--- config.mk ---
export PLATFORM = sky130hd
export DESIGN_NAME = i2c_slave_regfile_flat
export DESIGN_NICKNAME = d
export VERILOG_FILES = /design/src/rtl/i2c_slave_regfile_if.sv /design/src/rtl/i2c_slave_regfile.sv /design/src/flat_wrapper.sv
export SDC_FILE = /design/constraint.sdc
export NUM_CORES = 1
export LEC_CHECK = 0
export CAP_MARGIN = 20
export CORE_MARGIN = 4
export CORE_UTILIZATION = 40
export CTS_CLUSTER_DIAMETER = 40
export CTS_CLUSTER_SIZE = 25
export DETAILED_ROUTE_END_ITERATION = 10
export PLACE_DENSITY = 0.71
export SETUP_SLACK_MARGIN = 0.02
export SYNTH_ARGS = -nofsm -noshare
export SYNTH_HDL_FRONTEND = slang
export SYNTH_SLANG_ARGS = --single-unit
--- constraint.sdc ---
create_clock -name clk1 -period 2.3 [get_ports clk1]
set_input_delay 0.23 -clock clk1 [delete_from_list [all_inputs] [get_ports clk1]]
set_output_delay 0.23 -clock clk1 [all_outputs]
set_load 0.03 [all_outputs]
--- src/rtl/i2c_slave_regfile_if.sv ---
// I2C pin bundle for the register-file target.
//   scl_i  : SCL as seen at the pad
//   sda_i  : SDA as seen at the pad (already wired-AND with every driver)
//   sda_oe : 1 = target pulls SDA low, 0 = target releases SDA
// The master modport is the bus/board side; the slave modport is the target.
interface i2c_slave_regfile_if;
    logic scl_i;
    logic sda_i;
    logic sda_oe;

    modport master (
        output scl_i,
        output sda_i,
        input  sda_oe
    );

    modport slave (
        input  scl_i,
        input  sda_i,
        output sda_oe
    );
endinterface

--- src/rtl/i2c_slave_regfile.sv ---
// I2C target with a 7-bit address and a NUM_REGS x 8 register-file back end.
// Handles multi-byte writes and reads with an auto-incrementing pointer and
// repeated START. SCL/SDA are oversampled on clk1; SDA is driven open-drain.
//
// Ports:
//   clk1       system clock, at least 8x the SCL frequency
//   reset      asynchronous, active-high
//   bus        I2C pins (scl_i, sda_i in; sda_oe out)
//   reg_addr   current register pointer
//   reg_rdata  read data for reg_addr (combinational, valid 1 cycle after reg_addr changes)
//   reg_wr     1-cycle write strobe
//   reg_wdata  write data, valid while reg_wr is high
//   busy       high from address match until STOP
//
// State      | meaning
// -----------+----------------------------------------------------------
// S_IDLE     | waiting for START, bus otherwise ignored
// S_ADDR     | shifting in the address byte
// S_ADDR_ACK | acknowledging our address, then branching on R/W
// S_PTR      | shifting in the register pointer
// S_PTR_ACK  | acknowledging the pointer byte
// S_WR_DATA  | shifting in a write data byte
// S_WR_ACK   | acknowledging write data, pointer advances afterwards
// S_RD_DATA  | shifting out a read data byte
// S_RD_ACK   | sampling the master's ACK/NACK after a read byte
module i2c_slave_regfile #(
    parameter logic [6:0] MY_ADDR     = 7'h4A,
    parameter int         NUM_REGS    = 16,
    parameter int         PTR_W       = 4,
    parameter int         SYNC_STAGES = 2
) (
    input  logic                 clk1,
    input  logic                 reset,
    i2c_slave_regfile_if.slave   bus,
    output logic [PTR_W-1:0]     reg_addr,
    input  logic [7:0]           reg_rdata,
    output logic                 reg_wr,
    output logic [7:0]           reg_wdata,
    output logic                 busy
);

    typedef enum logic [3:0] {
        S_IDLE,
        S_ADDR,
        S_ADDR_ACK,
        S_PTR,
        S_PTR_ACK,
        S_WR_DATA,
        S_WR_ACK,
        S_RD_DATA,
        S_RD_ACK
    } state_t;

    state_t state, state_nxt;

    logic [SYNC_STAGES-1:0] scl_sync, sda_sync;
    logic scl_s, sda_s, scl_prev, sda_prev;
    logic scl_rise, scl_fall, start_det, stop_det;

    logic [2:0]       bit_cnt, bit_cnt_nxt;
    logic [7:0]       shift, shift_nxt;
    logic             ack_ph, ack_ph_nxt;
    logic             sda_oe_q, sda_oe_nxt;
    logic [PTR_W-1:0] reg_addr_nxt, reg_addr_inc;
    logic             reg_wr_nxt;
    logic [7:0]       reg_wdata_nxt;
    logic             busy_nxt;

    logic [7:0] byte_in;
    logic       last_bit;
    logic       addr_match;

    // Synchronisers reset to 1 so an idle (pulled-up) bus produces no edges
    // when reset is released.
    always_ff @(posedge clk1 or posedge reset) begin
        if (reset) begin
            scl_sync <= '1;
            sda_sync <= '1;
            scl_prev <= 1'b1;
            sda_prev <= 1'b1;
        end else begin
            scl_sync <= {scl_sync[SYNC_STAGES-2:0], bus.scl_i};
            sda_sync <= {sda_sync[SYNC_STAGES-2:0], bus.sda_i};
            scl_prev <= scl_s;
            sda_prev <= sda_s;
        end
    end

    assign scl_s     = scl_sync[SYNC_STAGES-1];
    assign sda_s     = sda_sync[SYNC_STAGES-1];
    assign scl_rise  = scl_s & ~scl_prev;
    assign scl_fall  = ~scl_s & scl_prev;
    // SCL must be high on both sides of the SDA change to count as START/STOP.
    assign start_det = scl_s & scl_prev & sda_prev & ~sda_s;
    assign stop_det  = scl_s & scl_prev & ~sda_prev & sda_s;

    assign byte_in      = {shift[6:0], sda_s};
    assign last_bit     = (bit_cnt == 3'd7);
    assign addr_match   = (byte_in[7:1] == MY_ADDR) && (MY_ADDR != 7'h00);
    assign reg_addr_inc = (reg_addr == PTR_W'(NUM_REGS - 1)) ? '0 : reg_addr + PTR_W'(1);

    always_ff @(posedge clk1 or posedge reset) begin
        if (reset) begin
            state     <= S_IDLE;
            bit_cnt   <= 3'd0;
            shift     <= 8'h00;
            ack_ph    <= 1'b0;
            sda_oe_q  <= 1'b0;
            reg_addr  <= '0;
            reg_wr    <= 1'b0;
            reg_wdata <= 8'h00;
            busy      <= 1'b0;
        end else begin
            state     <= state_nxt;
            bit_cnt   <= bit_cnt_nxt;
            shift     <= shift_nxt;
            ack_ph    <= ack_ph_nxt;
            sda_oe_q  <= sda_oe_nxt;
            reg_addr  <= reg_addr_nxt;
            reg_wr    <= reg_wr_nxt;
            reg_wdata <= reg_wdata_nxt;
            busy      <= busy_nxt;
        end
    end

    assign bus.sda_oe = sda_oe_q;

    always_comb begin
        state_nxt = state;
        if (stop_det) begin
            state_nxt = S_IDLE;
        end else if (start_det) begin
            state_nxt = S_ADDR;
        end else begin
            case (state)
                S_ADDR:     if (scl_rise && last_bit) state_nxt = addr_match ? S_ADDR_ACK : S_IDLE;
                S_ADDR_ACK: if (scl_fall && ack_ph)   state_nxt = shift[0] ? S_RD_DATA : S_PTR;
                S_PTR:      if (scl_rise && last_bit) state_nxt = S_PTR_ACK;
                S_PTR_ACK:  if (scl_fall && ack_ph)   state_nxt = S_WR_DATA;
                S_WR_DATA:  if (scl_rise && last_bit) state_nxt = S_WR_ACK;
                S_WR_ACK:   if (scl_fall && ack_ph)   state_nxt = S_WR_DATA;
                S_RD_DATA:  if (scl_rise && last_bit) state_nxt = S_RD_ACK;
                S_RD_ACK: begin
                    if (scl_rise && sda_s)      state_nxt = S_IDLE;
                    else if (scl_fall && ack_ph) state_nxt = S_RD_DATA;
                end
                default:    state_nxt = state;
            endcase
        end
    end

    // ack_ph splits each ACK bit: 0 = still in the high phase of the 8th data
    // bit, 1 = the ACK clock low phase has begun.
    always_comb begin
        bit_cnt_nxt   = bit_cnt;
        shift_nxt     = shift;
        ack_ph_nxt    = ack_ph;
        sda_oe_nxt    = sda_oe_q;
        reg_addr_nxt  = reg_addr;
        reg_wr_nxt    = 1'b0;
        reg_wdata_nxt = reg_wdata;
        busy_nxt      = busy;

        if (stop_det) begin
            sda_oe_nxt  = 1'b0;
            busy_nxt    = 1'b0;
            bit_cnt_nxt = 3'd0;
            ack_ph_nxt  = 1'b0;
        end else if (start_det) begin
            sda_oe_nxt  = 1'b0;
            bit_cnt_nxt = 3'd0;
            ack_ph_nxt  = 1'b0;
        end else begin
            case (state)
                S_ADDR, S_PTR, S_WR_DATA: begin
                    if (scl_rise) begin
                        shift_nxt   = byte_in;
                        bit_cnt_nxt = bit_cnt + 3'd1;
                        if (last_bit) begin
                            ack_ph_nxt = 1'b0;
                            if (state == S_ADDR) begin
                                busy_nxt = addr_match;
                            end else if (state == S_PTR) begin
                                reg_addr_nxt = byte_in[PTR_W-1:0];
                            end else begin
                                reg_wdata_nxt = byte_in;
                                reg_wr_nxt    = 1'b1;
                            end
                        end
                    end
                end
                S_ADDR_ACK, S_PTR_ACK, S_WR_ACK: begin
                    if (scl_fall) begin
                        if (!ack_ph) begin
                            sda_oe_nxt = 1'b1;
                            ack_ph_nxt = 1'b1;
                        end else begin
                            ack_ph_nxt  = 1'b0;
                            bit_cnt_nxt = 3'd0;
                            sda_oe_nxt  = 1'b0;
                            if (state == S_WR_ACK) begin
                                reg_addr_nxt = reg_addr_inc;
                            end
                            // Read direction: first bit goes out on this same fall.
                            if (state == S_ADDR_ACK && shift[0]) begin
                                shift_nxt  = reg_rdata;
                                sda_oe_nxt = ~reg_rdata[7];
                            end
                        end
                    end
                end
                S_RD_DATA: begin
                    if (scl_rise) begin
                        bit_cnt_nxt = bit_cnt + 3'd1;
                        if (last_bit) begin
                            ack_ph_nxt = 1'b0;
                        end
                    end else if (scl_fall) begin
                        shift_nxt  = {shift[6:0], shift[7]};
                        sda_oe_nxt = ~shift[6];
                    end
                end
                S_RD_ACK: begin
                    if (scl_fall) begin
                        if (!ack_ph) begin
                            sda_oe_nxt = 1'b0;
                            ack_ph_nxt = 1'b1;
                        end else begin
                            // Pointer moved at the ACK rise, so reg_rdata has settled.
                            shift_nxt   = reg_rdata;
                            sda_oe_nxt  = ~reg_rdata[7];
                            bit_cnt_nxt = 3'd0;
                            ack_ph_nxt  = 1'b0;
                        end
                    end else if (scl_rise && !sda_s) begin
                        reg_addr_nxt = reg_addr_inc;
                    end
                end
                default: begin
                    bit_cnt_nxt = bit_cnt;
                end
            endcase
        end
    end

endmodule

--- src/flat_wrapper.sv ---
// flat-port wrapper written by rule: the top's interface ports become plain ports
module i2c_slave_regfile_flat 
#(
    parameter logic [6:0] MY_ADDR     = 7'h4A,
    parameter int         NUM_REGS    = 16,
    parameter int         PTR_W       = 4,
    parameter int         SYNC_STAGES = 2
)
  (clk1, reset, reg_addr, reg_rdata, reg_wr, reg_wdata, busy, bus_scl_i, bus_sda_i, bus_sda_oe);
  i2c_slave_regfile_if bus_i ();
  input  logic clk1;
  input  logic reset;
  output logic [PTR_W-1:0] reg_addr;
  input  logic [7:0] reg_rdata;
  output logic reg_wr;
  output logic [7:0] reg_wdata;
  output logic busy;
  input wire logic [$bits(bus_i.scl_i)-1:0] bus_scl_i;
  input wire logic [$bits(bus_i.sda_i)-1:0] bus_sda_i;
  output wire logic [$bits(bus_i.sda_oe)-1:0] bus_sda_oe;
  assign bus_i.scl_i = bus_scl_i;
  assign bus_i.sda_i = bus_sda_i;
  assign bus_sda_oe = bus_i.sda_oe;
  i2c_slave_regfile #(.MY_ADDR(MY_ADDR), .NUM_REGS(NUM_REGS), .PTR_W(PTR_W), .SYNC_STAGES(SYNC_STAGES)) u_core (.clk1(clk1), .reset(reset), .bus(bus_i), .reg_addr(reg_addr), .reg_rdata(reg_rdata), .reg_wr(reg_wr), .reg_wdata(reg_wdata), .busy(busy));
endmodule
=== Yosys cells after proc, flatten, opt, wreduce, memory -nomap -nowiden ===
Cells that the tools add are included.
Widths: inputs -> output; s select.

* Add/subtract/negate cells: 2
* Equal/unequal tests: 41
* Multiplexer cells: 69
* Bitwise operators: 17
* Reductions and logical operators: 28

{| class="wikitable"
|+ Operator list
! operator !! number
|-
| $mux 4 || 20
|-
| $mux 8 || 8
|-
| $ne 4x1->1 const B || 13
|-
| $pmux 8 s4 || 1
|-
| $mux 1 || 28
|-
| $pmux 4 s7 || 1
|-
| $ne 2x1->1 const B || 11
|-
| $mux 3 || 6
|-
| $eq 4x3->1 const B || 4
|-
| $pmux 4 s3 || 1
|-
| $reduce_and 12->1 || 1
|-
| $reduce_and 11->1 || 1
|-
| $not 1->1 || 10
|-
| $reduce_and 5->1 || 2
|-
| $reduce_bool 9->1 || 1
|-
| $eq 4x2->1 const B || 2
|-
| $eq 4x4->1 const B || 2
|-
| $ne 2x2->1 const B || 4
|-
| $reduce_and 4->1 || 2
|-
| $reduce_and 8->1 || 1
|-
| $reduce_bool 2->1 || 4
|-
| $reduce_bool 4->1 || 2
|-
| $reduce_or 4->1 || 2
|-
| $and 1x1->1 || 7
|-
| 18 further kinds || 23
|}

* Register bits: 37
* Bits of input ports: 12
* Output and inout port bits: 15

=== Longest topological paths before layout ===
* Word-level depth: 8
* Mapped depth: 8
* Mapped depth without buffers: 6

=== Least setup slack after synthesis ===
No wires, ideal clock.

* Path kind: reg2reg
* From: reg u_core.state[0]
* To: reg u_core.shift[0]
* Setup time: 0.125 ns
* Arrival: 1.754 ns
* Data required time: 2.175 ns
* Path slack: 0.421 ns
* Cell stages (with the launch flop): 7
* Clock period less this slack: 1.879 ns
* Cell sequence: dfrtp_1 -> or4b_1 -> buf_2 -> o32ai_2 -> o211a_1 -> buf_6 -> mux2_4

* Longest elaborated chain between the ends: 4

{| class="wikitable"
|+ RTL lines
! element !! RTL line !! RTL
|-
| start, declared || i2c_slave_regfile.sv:54 || <nowiki>state_t state, state_nxt;</nowiki>
|-
| start signal, assigned || i2c_slave_regfile.sv:114 || <nowiki>state <= state_nxt;</nowiki>
|-
| $eq 4x3->1 (tied with other cells) || i2c_slave_regfile.sv:174 || <nowiki>case (state)</nowiki>
|-
| $reduce_or 3->1 / $logic_and 1x1->1 (equally long branches) || i2c_slave_regfile.sv:174, i2c_slave_regfile.sv:205 ||
|-
| $ne 2x1->1 (no source line) / $reduce_bool 4->1 (equally long branches) || -- ||
|-
| $reduce_and 11->1 (no source line) || -- ||
|-
| end signal, assigned || i2c_slave_regfile.sv:116 || <nowiki>shift <= shift_nxt;</nowiki>
|-
| end, declared || i2c_slave_regfile.sv:61 || <nowiki>logic [7:0] shift, shift_nxt;</nowiki>
|}

Parallel ways exist; a longest one is shown, timed or not.
A chain may end at the register's enable or synchronous reset.

=== Worst setup path in the final report ===
* From: reg u_core.state[1]
* To: reg u_core.state[0]

* Longest elaborated chain between the ends: 5

{| class="wikitable"
|+ RTL lines
! element !! RTL line !! RTL
|-
| $eq 4x3->1 || i2c_slave_regfile.sv:135 || <nowiki>case (state)</nowiki>
|-
| $reduce_or 2->1 (no source line) || -- ||
|-
| $pmux 4 s7 || i2c_slave_regfile.sv:135 ||
|-
| $mux 4 || i2c_slave_regfile.sv:132 || <nowiki>end else if (start_det) begin</nowiki>
|-
| $mux 4 || i2c_slave_regfile.sv:130 || <nowiki>if (stop_det) begin</nowiki>
|}

Parallel ways exist; a longest one is shown, timed or not.

==> out/metrics.cfg <==
[clock_tree]
cts_setup_buffers=0
clock_path_buffers=2
htree_num_levels=2
cts_tree=done
hold_buffers=0
worstSkewPairLatency_ns=0.29
ctsResizeCount=0
clk_pin_slew_ns=0.08
cts_sinks=37
cts_buffers=5
root_buffer=clkbuf_8

[logic_synthesis]
synthCells=202
yosysWarnings=0
ys_seq_elements=37
muxShareOfSynthArea_pct=14.0
synth_cell_types=49
synth_fp_nets=217
synth_edf_count=0
synth_compound_area_share_pct=13.4
synth_flop_cell=dfrtp_1
syn-mean-instance-area_sq_um=10.1
synth_top_area_share_pct=38.2
synth_xor_area_share_pct=0.431
yosysSeqAreaShare_pct=45.9
yosysTopAreaCell=dfrtp_1
synthAdderAreaFrac_pct=1.85
synth_area_leaders=dfrtp_1, dfstp_2, nand2_1
async_flop_share_pct=100
synth-simple-area-share_pct=21.2
syn_area_sq_um=2030
synth_top_family_by_area=simple AND/OR/NAND/NOR gates

[critical_path]
slowest_delay_ns=0.43
endpoint_kind=flip-flop
cp_slowest_cell=dfrtp_1
crit_chain=buf_4 -> or2_1 -> a22o_1 -> a221oi_4 -> nor2_1 -> mux2_1
reg2reg_slack_ns=0.23
crit_required_ns=2.48
r2r-end=u_core.state[0]
timing.rr.start=u_core.state[1]
worstPathMaxFanout=9
cp.arrival_ns=2.25
startpoint_type=flip-flop
r2r_cells=6
crit_type=reg -> reg

[power_and_ir_drop]
vdd_drop_max_v=0.000513
power_density_nw_per_um2=1200
p_leak_nw=1.16

[min_path]
hold_class=in -> async

[final_layout]
ff_latch_area_sq_um=933
fillers=463
nNetsFinal=252
diodes=0
multi_input_area_sq_um=1030
drive_gt1_share_pct=20.6
syn_to_final_growth_pct=24.6

[sta]
tightest_slew_ns=0.499
fin_skew_ns=0.00915
hold_slack_ns=0.339
final-hold-violation-count=0
slew_headroom_pct=66.7
report.final.setup_viol=0
rsz0062_at_grt=false
max_freq_mhz=484
post-route-period-util_pct=89.9
finalSetupTns_ns=0
fin_crit_ns=2.07
drv_slew=0

[drt]
num_vias=1635
drt-total-wl_mm=4.62
drc_errors=0
viasPerCell=5.36
drt-wirelength-per-cell_microns=15.2
firstDrtPassIters=4
drt_iter0_markers=180
ant_nets=0

[placed_design]
io_buffers=26
gp_congestion=1.01
dp_hpwl_mm=3.29

[grt]
antenna_found_initial=0
grt_max_degree=38
grt_pass1_vias=1574
grt_overflow_total=0
grt_pass1_wl_mm=7.87
track_usage_pct=16.2

[floorplan]
initial_core_util_pct=42.2
rows=25
core_sq_um=4820
dieArea_sq_um=6290
die_w_microns=79.3
die_h_microns=79.3
ios=27

[flow_run]
drv_cap=0

[run_status]
status=finished, final reports clean

-- layer usage --
metal	track usage (%)	wire, microns
met5	0	0
met4	4.64	34
met3	3.74	275
met2	23.6	2090
met1	24.0	2220
-- report_power, final --
group / switching [mW] / total (mW) / internal, mW
Combinational: 0.753 / 1.46 / 0.705
Sequential: 0.201 / 1.02 / 0.819
Clock: 0.235 / 0.561 / 0.325
-- logic make-up after synthesis --
family,count (synthesis)
and+or+nand+nor,88
muxes,23
AOI/OAI and AO/OA,37
adders and majority gates,3
DFF,37
buffers and inverters,13
xor gates and xnor gates,1
-- Yosys cell counts, drive strengths merged (3+ instances only) --
cell type and n:
a21oi 12, buf 6, clkbuf 3, dfrtp 31, dfstp 6, ha 3, inv 4, mux2 20
mux2i 3, nand2 37, nand2b 3, nand3 7, nor2 22, nor2b 3, nor3b 3, o21ai 6
-- critical path, delay by kind of cell, from the launching register on --
| kind | cells | cell delay (ns) |
|---|---|---|
| compound gates | 2 | 0.65 |
| buf+inv | 1 | 0.19 |
| flops | 1 | 0.43 |
| mux | 1 | 0.31 |
| simple gates | 2 | 0.39 |
-- flip-flops by register name (all words and copies together) (netlist names) --
register / flops
u_core.scl_sync: 2
u_core.reg_wdata: 8
u_core.ack_ph: 1
u_core.bit_cnt: 3
u_core.reg_wr: 1
u_core.sda_prev: 1
u_core.sda_sync: 2
u_core.state: 4
u_core.reg_addr: 4
u_core.shift: 8
u_core.scl_prev: 1
u_core.busy: 1
u_core.bus.sda_oe: 1
-- metrics by stage --
stage	area, sq um	total power [mW]	std cells	util (%)	setup WS (ns)
floorplan	2030	2.05	202	-	0.421
global placement	2420	2.43	297	50.3	0.310
detailed placement	2420	2.48	297	50.3	0.278
CTS	2530	3.05	305	52.6	0.261
global route	2530	3.25	305	52.6	0.104
finish	2530	3.04	305	52.6	0.233
-- worst max-delay path by stage --
stage | slack (ns) | cells past startpoint | endpoint | start
after floorplan | 0.42 | 6 | u_core.shift[0] | u_core.state[0]
final | 0.23 | 6 | u_core.state[0] | u_core.state[1]
after CTS | 0.26 | 5 | u_core.shift[1] | u_core.state[1]
after global routing | 0.10 | 5 | u_core.state[0] | u_core.state[3]
after global placement | 0.31 | 5 | u_core.shift[7] | u_core.state[1]
after detailed placement | 0.28 | 6 | u_core.state[0] | u_core.state[1]
-- area by class of cell --
class | count | area share, %
clock buffer | 6 | 2.86
clock inverter | 2 | 1.53
inverter | 4 | 0.593
multi-input combinational | 152 | 40.8
sequential | 37 | 36.8
tap | 67 | 3.31
timing repair buffer | 37 | 14.0
-- placed cells by master, fill, tap and decap left out, types with 4 or more instances in the layout --
| master | instances |
|---|---|
| a21oi_1 | 11 |
| buf_4 | 10 |
| clkbuf_8 | 5 |
| clkdlybuf4s50_1 | 26 |
| dfrtp_1 | 31 |
| dfstp_2 | 6 |
| inv_1 | 4 |
| mux2_2 | 10 |
| mux2_4 | 8 |
| nand2_1 | 37 |
| nand3_1 | 6 |
| nor2_1 | 22 |
| o21ai_0 | 4 |
Power figures use the tool's default switching activity.
